[src/rtl/mux_scan_if.sv]
// Bundle between the scan controller and its surroundings: control in, mux y in,
// select lines and the assembled word out.
interface mux_scan_if;
    logic       start_in;
    logic       mode_in;
    logic       y_in;
    logic       b_out;
    logic       c_out;
    logic [3:0] word_out;
    logic       valid_out;
    logic       busy_out;

    // slave: the scan controller
    modport slave (
        input  start_in, mode_in, y_in,
        output b_out, c_out, word_out, valid_out, busy_out
    );

    // master: control logic plus the mux feeding y back
    modport master (
        output start_in, mode_in, y_in,
        input  b_out, c_out, word_out, valid_out, busy_out
    );
endinterface

[src/rtl/mux_scan_ctrl.sv]
// Steps the 4x1 mux selects through channels 0..3, samples y after each dwell and
// publishes the assembled 4-bit word with a one-cycle valid pulse.
module mux_scan_ctrl #(
    parameter int          DWELL = 2,
    parameter int unsigned CNT_W = 4
) (
    input  logic       clk_in,
    input  logic       rst_n_in,
    mux_scan_if.slave  bus
);

    localparam int             EffDwell = (DWELL < 1) ? 1 : DWELL;
    localparam logic [CNT_W-1:0] CntLast = CNT_W'(EffDwell - 1);

    typedef enum logic [1:0] {StIdle, StSettle, StSample, StDone} state_e;

    state_e           state_q, state_d;
    logic [1:0]       sel_q, sel_d;
    logic [CNT_W-1:0] cnt_q, cnt_d;
    logic [3:0]       shadow_q, shadow_d;
    logic [3:0]       word_q, word_d;
    logic             valid_q, valid_d;

    always_ff @(posedge clk_in or negedge rst_n_in) begin
        if (!rst_n_in) begin
            state_q  <= StIdle;
            sel_q    <= 2'b00;
            cnt_q    <= '0;
            shadow_q <= 4'b0000;
            word_q   <= 4'b0000;
            valid_q  <= 1'b0;
        end else begin
            state_q  <= state_d;
            sel_q    <= sel_d;
            cnt_q    <= cnt_d;
            shadow_q <= shadow_d;
            word_q   <= word_d;
            valid_q  <= valid_d;
        end
    end

    always_comb begin
        state_d  = state_q;
        sel_d    = sel_q;
        cnt_d    = cnt_q;
        shadow_d = shadow_q;
        word_d   = word_q;
        valid_d  = 1'b0;
        unique case (state_q)
            StIdle: begin
                sel_d = 2'b00;
                if (bus.start_in) begin
                    state_d = StSettle;
                    cnt_d   = '0;
                end
            end
            StSettle: begin
                if (cnt_q == CntLast) begin
                    state_d = StSample;
                end else begin
                    cnt_d = cnt_q + CNT_W'(1);
                end
            end
            StSample: begin
                shadow_d[sel_q] = bus.y_in;
                if (sel_q == 2'd3) begin
                    // Merge the last sample directly so word and valid land together in DONE.
                    word_d  = {bus.y_in, shadow_q[2:0]};
                    valid_d = 1'b1;
                    sel_d   = 2'b00;
                    state_d = StDone;
                end else begin
                    sel_d   = sel_q + 2'd1;
                    cnt_d   = '0;
                    state_d = StSettle;
                end
            end
            StDone: begin
                sel_d   = 2'b00;
                cnt_d   = '0;
                state_d = bus.mode_in ? StSettle : StIdle;
            end
            default: begin
                state_d = StIdle;
            end
        endcase
    end

    assign bus.b_out     = sel_q[1];
    assign bus.c_out     = sel_q[0];
    assign bus.word_out  = word_q;
    assign bus.valid_out = valid_q;
    assign bus.busy_out  = (state_q != StIdle);

endmodule
[src/flat_wrapper.sv]
// flat-port wrapper written by rule: the top's interface ports become plain ports
module mux_scan_ctrl_flat 
#(
    parameter int          DWELL = 2,
    parameter int unsigned CNT_W = 4
)
  (clk_in, rst_n_in, bus_start_in, bus_mode_in, bus_y_in, bus_b_out, bus_c_out, bus_word_out, bus_valid_out, bus_busy_out);
  mux_scan_if bus_i ();
  input  logic clk_in;
  input  logic rst_n_in;
  input wire logic [$bits(bus_i.start_in)-1:0] bus_start_in;
  input wire logic [$bits(bus_i.mode_in)-1:0] bus_mode_in;
  input wire logic [$bits(bus_i.y_in)-1:0] bus_y_in;
  output wire logic [$bits(bus_i.b_out)-1:0] bus_b_out;
  output wire logic [$bits(bus_i.c_out)-1:0] bus_c_out;
  output wire logic [$bits(bus_i.word_out)-1:0] bus_word_out;
  output wire logic [$bits(bus_i.valid_out)-1:0] bus_valid_out;
  output wire logic [$bits(bus_i.busy_out)-1:0] bus_busy_out;
  assign bus_i.start_in = bus_start_in;
  assign bus_i.mode_in = bus_mode_in;
  assign bus_i.y_in = bus_y_in;
  assign bus_b_out = bus_i.b_out;
  assign bus_c_out = bus_i.c_out;
  assign bus_word_out = bus_i.word_out;
  assign bus_valid_out = bus_i.valid_out;
  assign bus_busy_out = bus_i.busy_out;
  mux_scan_ctrl #(.DWELL(DWELL), .CNT_W(CNT_W)) u_core (.clk_in(clk_in), .rst_n_in(rst_n_in), .bus(bus_i));
endmodule
[config.mk]
export PLATFORM = sky130hd
export DESIGN_NAME = mux_scan_ctrl_flat
export DESIGN_NICKNAME = d
export VERILOG_FILES = /design/src/rtl/mux_scan_if.sv /design/src/rtl/mux_scan_ctrl.sv /design/src/flat_wrapper.sv
export SDC_FILE = /design/constraint.sdc
export NUM_CORES = 1
export LEC_CHECK = 0
export CORE_UTILIZATION = 46
export DETAILED_ROUTE_END_ITERATION = 7
export PLACE_DENSITY = 0.72
export SETUP_SLACK_MARGIN = 0.05
export SYNTH_ARGS = -nofsm -noshare
export SYNTH_HDL_FRONTEND = slang
export SYNTH_SLANG_ARGS = --single-unit
[constraint.sdc]
create_clock -name clk_in -period 1.75 [get_ports clk_in]
set_clock_uncertainty 0.15 [all_clocks]
set_input_delay 0.175 -clock clk_in [delete_from_list [all_inputs] [get_ports clk_in]]
set_output_delay 0.175 -clock clk_in [all_outputs]
set_load 0.1 [all_outputs]
==> summary.md <==
| Metric | Value |
|---|---|
| Status | finished, final reports clean |
| ANT cells | 0 |
| Die area | 2025 um^2 |
| WS Path Type | reg -> reg |
| Antenna-violating nets left | 0 |
| Largest net degree at the start of global routing | 10 |
| Final setup vio count | 0 |
| Drt pass-1 iters | 3 |
| Routed Wire Length | approximately 1.6 mm |
| Dpl hpwl | ~1.2 mm |
| GP Congestion | 0.7428 |
| Core ar. | 1727 um^2 |
| Worst slew pin tran | between 0.3 and 0.4 ns |
| Post-Synthesis Mean Instance Area | 11.34 um^2 |
| Final Max Slew Viols | 0 |
| Clock root buffer | clkbuf_4 |
| Final WS setup | just under 0.07 ns |
| First-pass GRT wire length | 2.270 mm |
| Vias in the first global route | 548 |
| Area Overhead vs Synth | 46.32% |
| Grt total ovfl | 0 |
| Hold crit path type | in -> async |
| CTS tree | yes |
| Crit end category | flop |
| Crit path cell chain | inv_2 -> ha_2 -> nand2b_4 -> nand2_4 -> or4_1 -> nand3_1 |
| DP Cell Count | approximately 120 |
| Sink Count | 16 |
| Die height | 45.01 um |
| Register bit total from synthesis | 16 |
| Cell Rows | 15 |
| RSZ-0062 raised after global routing | true |
| Critical path required time | ~1.8 ns |
| TritonCTS buffer count | 3 |
| Hold buffers post-CTS | 0 |
| Crit path launch type | flop |
| Fillers | 130 |
| Setup TNS | 0 ns |
| Vias per cell | 4.984 |
| Post-synthesis instance total | 75 |
| Synth Cell Area | ~850 um^2 |
| Hold slack | 0.01186 ns |
| Worst EP arrival | 1.76 ns |
| Die width | roughly 45 um |
| Synth warnings | 0 |
| # DRC | 0 |
| Tcrit/Tclk final | 0.9609 |
| Clk slew on worst S/H paths | approximately 0.1 ns |
| I/O pin cnt | 13 |
| Crit-path max FO | 6 |
| Gr usage total | 0.1603 |
| Yosys cell types | 24 |
| Drt initial violations | 3 |
| Synthesized net count | 92 |
| CP peak stage delay | 0.50 ns |
| Via count | 623 |
| Nets | 118 |
| Sequential share of the synthesized area | 0.4706 |
| Starting density of the core | 0.4928 |
| Max-cap violations | 0 |
| Clk Latency, worst-skew pair | 0.29 ns |
| Max-slew headroom | 0.7474 |
| Min cycle time layout | 1.682 ns |
| Final Hold Fails | 0 |
| Layout cell share with drive strength beyond 1 | 0.4200 |
| Final Non-Filler Cells | 125 |
| Initial antenna violation count | 0 |
| Wire length per cell | 12.50 um |
| Fmax | 594.7 MHz |
| Input/output buffers | 12 |
| Max clock buf depth | 2 |
| Setup WS pre-CTS | about 0.0066 ns |
| H-tree levels | 1 |
| Slowest-stage cell, CP | or4_1 |
flip-flops by register name, indices dropped and copies added (netlist names):
register	flops
u_core.bus.word_out	4
u_core.shadow_q	3
u_core.cnt_q	4
u_core.state_q	2
u_core.sel_q	2
u_core.bus.valid_out	1
cells in the mapped netlist:
master / count / area [um^2]
or2_2: 1 / 6.260
nor2b_1: 1 / 6.260
nand2b_4: 1 / 13.76
nor2_1: 1 / 3.750
nand2_1: 7 / 26.28
o21ai_0: 3 / 15.01
nand2b_1: 2 / 12.51
ha_1: 12 / 150.1
mux2_2: 7 / 78.83
o211ai_1: 1 / 7.510
or4_1: 1 / 7.510
nor4b_1: 1 / 8.760
mux2i_1: 1 / 10.01
o22ai_1: 1 / 6.260
inv_1: 7 / 26.28
a21oi_1: 3 / 15.01
nand4_1: 1 / 6.260
nand2_2: 1 / 6.260
nand3_1: 3 / 15.01
nor3b_1: 1 / 7.510
a31oi_1: 1 / 6.260
a21boi_0: 1 / 7.510
dfrtp_1: 16 / 400.4
a21o_1: 1 / 7.510
final cells by class:
type / count / area [um^2] / share of cell area
multi-input cells: 52 / 474.2 / 0.3809
flip-flops and latches: 16 / 409.1 / 0.3286
repair buffers: 21 / 267.8 / 0.2151
clock buffers: 4 / 36.28 / 0.02915
well taps: 25 / 31.28 / 0.02513
inverters: 7 / 26.28 / 0.02111
critical path, delay by kind of cell, from the launching register on:
kind                       cells  cell delay, ns
and+or+nand+nor                4            0.75
DFF                            1            0.43
adders and majority gates      1            0.21
buffers and inverters          1            0.07
worst paths after layout:
kind / startpoint / endpoint / slack [ns] / cells after the start
min in group clk_in: u_core.shadow_q[1] / u_core.bus.word_out[1] / 0.37 / 1
worst min-delay path: rst_n_in / u_core.sel_q[0] / 0.01 / 1
max in group asynchronous: rst_n_in / u_core.cnt_q[3] / 0.99 / 2
worst max register to register: u_core.state_q[1] / u_core.cnt_q[3] / 0.07 / 6
worst max-delay path: u_core.state_q[1] / u_core.cnt_q[3] / 0.07 / 6
worst min register to register: u_core.shadow_q[1] / u_core.bus.word_out[1] / 0.37 / 1
layer usage:
| layer | vias to the layer above | share of wire | track usage |
|---|---|---|---|
| li1 | 308 | - | - |
| met1 | 296 | 0.43 | 0.1692 |
| met2 | 15 | 0.53 | 0.2986 |
| met3 | 4 | 0.021 | 0.02400 |
| met4 | 0 | 0.018 | 0.09091 |
| met5 | - | 0 | 0 |
placed cells by master (no fill, tap or decap), drive strengths merged, types with 4 or more instances in the layout:
cell,Yosys,layout
clkdlybuf4s50,0,4
mux2,7,7
clkbuf,0,4
nand2,8,8
dfrtp,16,16
ha,12,12
buf,0,17
inv,7,7
kinds of logic (layout without fill, tap and decap cells):
group                    Yosys count  after routing  synth area share
AND/OR/NAND/NOR                   21             21            0.1412
flip-flops                        16             16            0.4706
adder cells (fa/ha/maj)           12             12            0.1765
AO/OA/AOI/OAI                     11             11           0.07648
multiplexers                       8              8            0.1044
buffers and inverters              7             32           0.03089
per-stage QoR:
step,utilization,instance area (um^2)
floorplan,-,883.3
global placement,0.6587,1137
detailed placement,0.6587,1137
CTS,0.6870,1186
global route,0.7210,1245
finish,0.7210,1245
what timing repair did:
action | CTS | global route
setup buffers | 0 | 6
cloned | 0 | 0
gates resized for setup | 3 | 5
endpoints found under the hold margin | 0 | 0
pin swaps | 0 | 1
endpoints found under the setup margin | 4 | 5
Power is not shown: default switching activity piles up to over one toggle a cycle in this logic, so the estimate is an artifact.
